## src/rtl/triangle_fifo.sv

```systemverilog
// Triangle FIFO between the projection stage and the per-frame triangle drawer.
// Registered read data, frame-start flush, backpressure and sticky error flags.
module triangle_fifo #(
   parameter int unsigned CW     = 10,
   parameter int unsigned DEPTH  = 64,
   parameter int unsigned AW     = 6,
   parameter int unsigned AF_GAP = 4
) (
   input  logic                      Clk,
   input  logic                      Reset,
   input  logic                      flush,
   input  logic                      fifo_w,
   input  logic [2:0][1:0][CW-1:0]   tri_in,
   output logic                      fifo_full,
   output logic                      almost_full,
   input  logic                      fifo_r,
   output logic [2:0][1:0][CW-1:0]   triangle_data,
   output logic                      fifo_empty,
   output logic [AW:0]               count,
   output logic                      overflow,
   output logic                      underflow
);

   localparam int unsigned CNTW = AW + 1;

   logic [2:0][1:0][CW-1:0] mem [DEPTH];
   logic [AW-1:0]           wr_ptr;
   logic [AW-1:0]           rd_ptr;
   logic [CNTW-1:0]         count_next;
   logic                    wr_acc;
   logic                    rd_acc;

   // Flags decode straight from the registered occupancy.
   assign fifo_full   = (count == CNTW'(DEPTH));
   assign fifo_empty  = (count == CNTW'(0));
   assign almost_full = (count >= CNTW'(DEPTH - AF_GAP));

   // Flush discards both strobes; acceptance uses this cycle's flags (no fall-through).
   assign wr_acc = fifo_w && !fifo_full  && !flush;
   assign rd_acc = fifo_r && !fifo_empty && !flush;

   always_comb begin
      count_next = count;
      if (wr_acc && !rd_acc) begin
         count_next = count + CNTW'(1);
      end else if (!wr_acc && rd_acc) begin
         count_next = count - CNTW'(1);
      end
   end

   // Storage array has no reset path so it maps onto a dual-port RAM.
   always_ff @(posedge Clk) begin
      if (wr_acc) begin
         mem[wr_ptr] <= tri_in;
      end
   end

   always_ff @(posedge Clk or posedge Reset) begin
      if (Reset) begin
         wr_ptr        <= '0;
         rd_ptr        <= '0;
         count         <= '0;
         triangle_data <= '0;
         overflow      <= 1'b0;
         underflow     <= 1'b0;
      end else if (flush) begin
         wr_ptr        <= '0;
         rd_ptr        <= '0;
         count         <= '0;
         triangle_data <= '0;
         overflow      <= 1'b0;
         underflow     <= 1'b0;
      end else begin
         count <= count_next;
         if (wr_acc) begin
            wr_ptr <= wr_ptr + AW'(1);
         end
         if (rd_acc) begin
            rd_ptr        <= rd_ptr + AW'(1);
            triangle_data <= mem[rd_ptr];
         end
         if (fifo_w && fifo_full) begin
            overflow <= 1'b1;
         end
         if (fifo_r && fifo_empty) begin
            underflow <= 1'b1;
         end
      end
   end

endmodule

```

## config.mk

```make
export PLATFORM = sky130hd
export DESIGN_NAME = triangle_fifo
export DESIGN_NICKNAME = d
export VERILOG_FILES = /design/src/rtl/triangle_fifo.sv
export SDC_FILE = /design/constraint.sdc
export NUM_CORES = 2
export LEC_CHECK = 0
export BUFFER_PORTS_ARGS = -buffer_cell sky130_fd_sc_hd__buf_2
export CAP_MARGIN = 30
export CORE_MARGIN = 2
export CORE_UTILIZATION = 30
export DETAILED_ROUTE_END_ITERATION = 8
export GPL_TIMING_DRIVEN = 0
export PLACE_DENSITY = 0.49
export REMOVE_ABC_BUFFERS = 1
export SLEW_MARGIN = 20
export SYNTH_ARGS = -nofsm -noshare
export SYNTH_HDL_FRONTEND = slang
export SYNTH_SLANG_ARGS = --single-unit
```

## constraint.sdc

```tcl
create_clock -name Clk -period 6.7 [get_ports Clk]
set_input_delay 0.67 -clock Clk [delete_from_list [all_inputs] [get_ports Clk]]
set_output_delay 0.67 -clock Clk [all_outputs]
set_load 0.02 [all_outputs]
```

==> metrics.txt <==
status=finished clean; Crit Path Category=reg2reg; Reg power frac=0.471; layout cell share with drive strength beyond 1=0.317; vias in the first global route=73,547; die area=between 0.5 and 0.6 mm^2; synth warn=0; Tightest Pin Transition=between 0.9 and 1 ns; Setup WS pre-CTS=between 1 and 1.5 ns; Sw Ratio=0.239; initial DRC count=8,404; clock sink count=slightly below 4,000; worst path bufs/invs=10; Rel. slew slack=0.347; Final Hold Viols=0; mapped cell area=between 0.1 and 0.15 mm^2; Max FO, Critical Path=33; ys async rst share=0.0207; Die Y=~710 um; Yosys reg bits=roughly 3,900; CTS buffer count=~420; CP startpoint kind=flop; I/O pin cnt=137; worst hold path class=in2reg; Worst VDD drop=0.000211 V; Die W=708 um; Slowest cell on crit path=dfrtp_4; WL/cell=between 30 and 40 um; Distinct cells, synth=59; final wirelength=roughly 440,000 um; Post-Synth Simple-Gate Area=0.0127; Starting Density=0.301; final setup vio count=0; Synth Area in XOR/XNOR=0.000817; # nets final=just over 7,000; compound-cell area share of the yosys netlist=0.0205; Overflow after GRT=0; CP Cell Sequence=buf_16 -> buf_16 -> buf_16 -> buf_16 -> buf_16 -> buf_12 -> buf_16 -> buf_16 -> buf_12 -> buf_16 -> mux4_2 -> mux2i_1 -> a22oi_1 -> nand3_1 -> nand2_1; Lkg Pwr=about 55 nW; CTS tree=yes; most used cell, CP=buf_16; H-tree Lvls=5; GRT met2 Usage=0.287; internal power=0.0441 W; Combinational Power Share=0.143; via/cell ratio=5.20; Slew Limit Fails=0; Synth Area per Inst=~23 um^2; Data arrival, critical path=6.00 ns; met1 Usage GRT=0.241; total power=approximately 0.058 W; sw power=0.0139 W; Synth Area in Adders=0.000808; Power Density=320 mW/mm^2; Min Clock Period, post-route=around 5.2 ns; Gate Count Post-Synth=between 6,000 and 7,000; CP Capture Type=flop; clk_lat worst skew=0.96 ns; Top FF cell, synth=edfxtp_1; Final GP Congestion=roughly 0.69; Tcrit/Tclk final=0.771; critical path's top delay family=buffers and inverters; initial antenna violation count=33; Setup Buffers After CTS=0; Critical Path RT=about 7.5 ns; met3 global-route usage=0.0281; Peak Freq=194 MHz; sequential area share after synthesis=0.790; first-pass GRT wire length=610,000 um; CTS clk-pin slew, worst paths=around 0.060 ns; post-synthesis mux area share=0.165; Max Root-Sink Buffers=4; main combinational cell family by area after synthesis=multiplexers; Core Area=between 0.4 and 0.5 mm^2; IO Port Bufs=about 140; ANT nets after route=0; maxcap violations=0; Layout Skew=roughly 0.055 ns; hold slack=about 0.020 ns; DR pass1 iterations=7; # DRC=0; Tot GR Track Use=0.173; Vias=72,355; root buffer cell=clkbuf_16; delay of the slowest critical-path stage=slightly below 0.8 ns; clock share of power=0.386; # rows=about 260; RSZ-0062 raised after global routing=false; post-layout worst setup margin=1.53 ns; gr busiest metal=met2; dpl hpwl=298,000 um; pin count of the biggest net entering global routing=65; EDFF count, synth=3,840; area delta synth->final=21.9%
logic make-up after synthesis:
logic type | Yosys count
AND/OR/NAND/NOR | 407
AO/OA/AOI/OAI | 435
buffers and inverters | 356
flip-flops | 3921
multiplexers | 1192
adder cells (fa/ha/maj) | 9
XOR/XNOR | 13
area by class of cell:
class,instances,area (um^2)
fill,44303,312000
sequential,3921,117000
multi-input combinational,2056,30300
timing repair buffer,653,12100
clock buffer,542,11200
tap,6500,8130
clock inverter,229,1950
inverter,9,48.8
antenna,6,15.0
layout by cell type (no fill, tap or decap), drive strengths merged, types with 9 or more instances in the layout:
cell,synthesis,final
nor2,126,126
a211oi,24,24
inv,9,21
nor4,22,22
nor2b,9,9
a22oi,153,153
mux4,1001,1001
clkbuf,139,542
dfrtp,81,81
nand4,14,14
nand2b,12,12
buf,208,648
a32oi,14,14
a31oi,22,22
edfxtp,3840,3840
bufinv,0,26
nand3,48,48
a21oi,41,41
nor3,16,16
o21ai,9,9
mux2i,186,186
o22ai,128,128
o211ai,20,20
nand2,133,133
clkinv,0,183
Yosys cell counts (41+ instances only):
master,instances,share of area
dfrtp_1,81,0.014
nand3_1,48,0.0016
clkbuf_1,139,0.0035
buf_2,149,0.0050
buf_1,43,0.0011
edfxtp_1,3840,0.78
a21oi_1,41,0.0014
mux4_2,1001,0.15
a22oi_1,153,0.0077
nor2_1,124,0.0031
mux2i_1,186,0.013
o22ai_1,128,0.0054
nand2_1,133,0.0034
power groups by stage:
stage	Sequential, W	Clock, W	Combinational, W
2_1_floorplan	0.0283	0	0.00570
3_3_place_gp	0.0283	0	0.00679
3_5_place_dp	0.0279	0	0.00840
4_1_cts	0.0274	0.0228	0.00842
5_1_grt	0.0273	0.0237	0.00894
6_report	0.0273	0.0224	0.00831
routing by layer:
| layer | up-vias | share of wire |
|---|---|---|
| li1 | 28795 | - |
| met1 | 40345 | 0.42 |
| met2 | 2598 | 0.49 |
| met3 | 595 | 0.066 |
| met4 | 22 | 0.023 |
| met5 | - | 0.00029 |
flip-flops by register name (all words and copies together), names as in the netlist:
| register | flops |
|---|---|
| rd_ptr | 6 |
| overflow | 1 |
| triangle_data | 60 |
| count | 7 |
| wr_ptr | 6 |
| mem | 3840 |
| underflow | 1 |
final timing paths:
path	start	end	slack, ns	cells past startpoint
max	rd_ptr[0]$_DFFE_PP0P_	triangle_data[16]$_DFFE_PP0P_	1.53	15
max in group asynchronous	Reset	rd_ptr[3]$_DFFE_PP0P_	5.42	5
min	tri_in[34]	mem[51][34]$_DFFE_PP_	0.02	1
max reg2reg	rd_ptr[0]$_DFFE_PP0P_	triangle_data[16]$_DFFE_PP0P_	1.53	15
min reg2reg	triangle_data[24]$_DFFE_PP0P_	triangle_data[24]$_DFFE_PP0P_	0.49	2
min in group asynchronous	Reset	triangle_data[2]$_DFFE_PP0P_	0.28	3
stage by stage:
stage | util | TNS, ns | cell area, um^2 | cells
floorplan | - | -2014.45 | 147000 | 5986
global placement | 0.316 | - | 156000 | 12622
detailed placement | 0.338 | 0 | 167000 | 13077
CTS | 0.364 | 0 | 180000 | 13851
global route | 0.367 | 0 | 181000 | 13913
finish | 0.367 | 0 | 181000 | 13916
timing repair:
action,4_1_cts,5_1_grt
resized for setup,0,0
hold buffers,3,2
endpoints found under the hold margin,24,8
(Power assumes the default switching activity.)
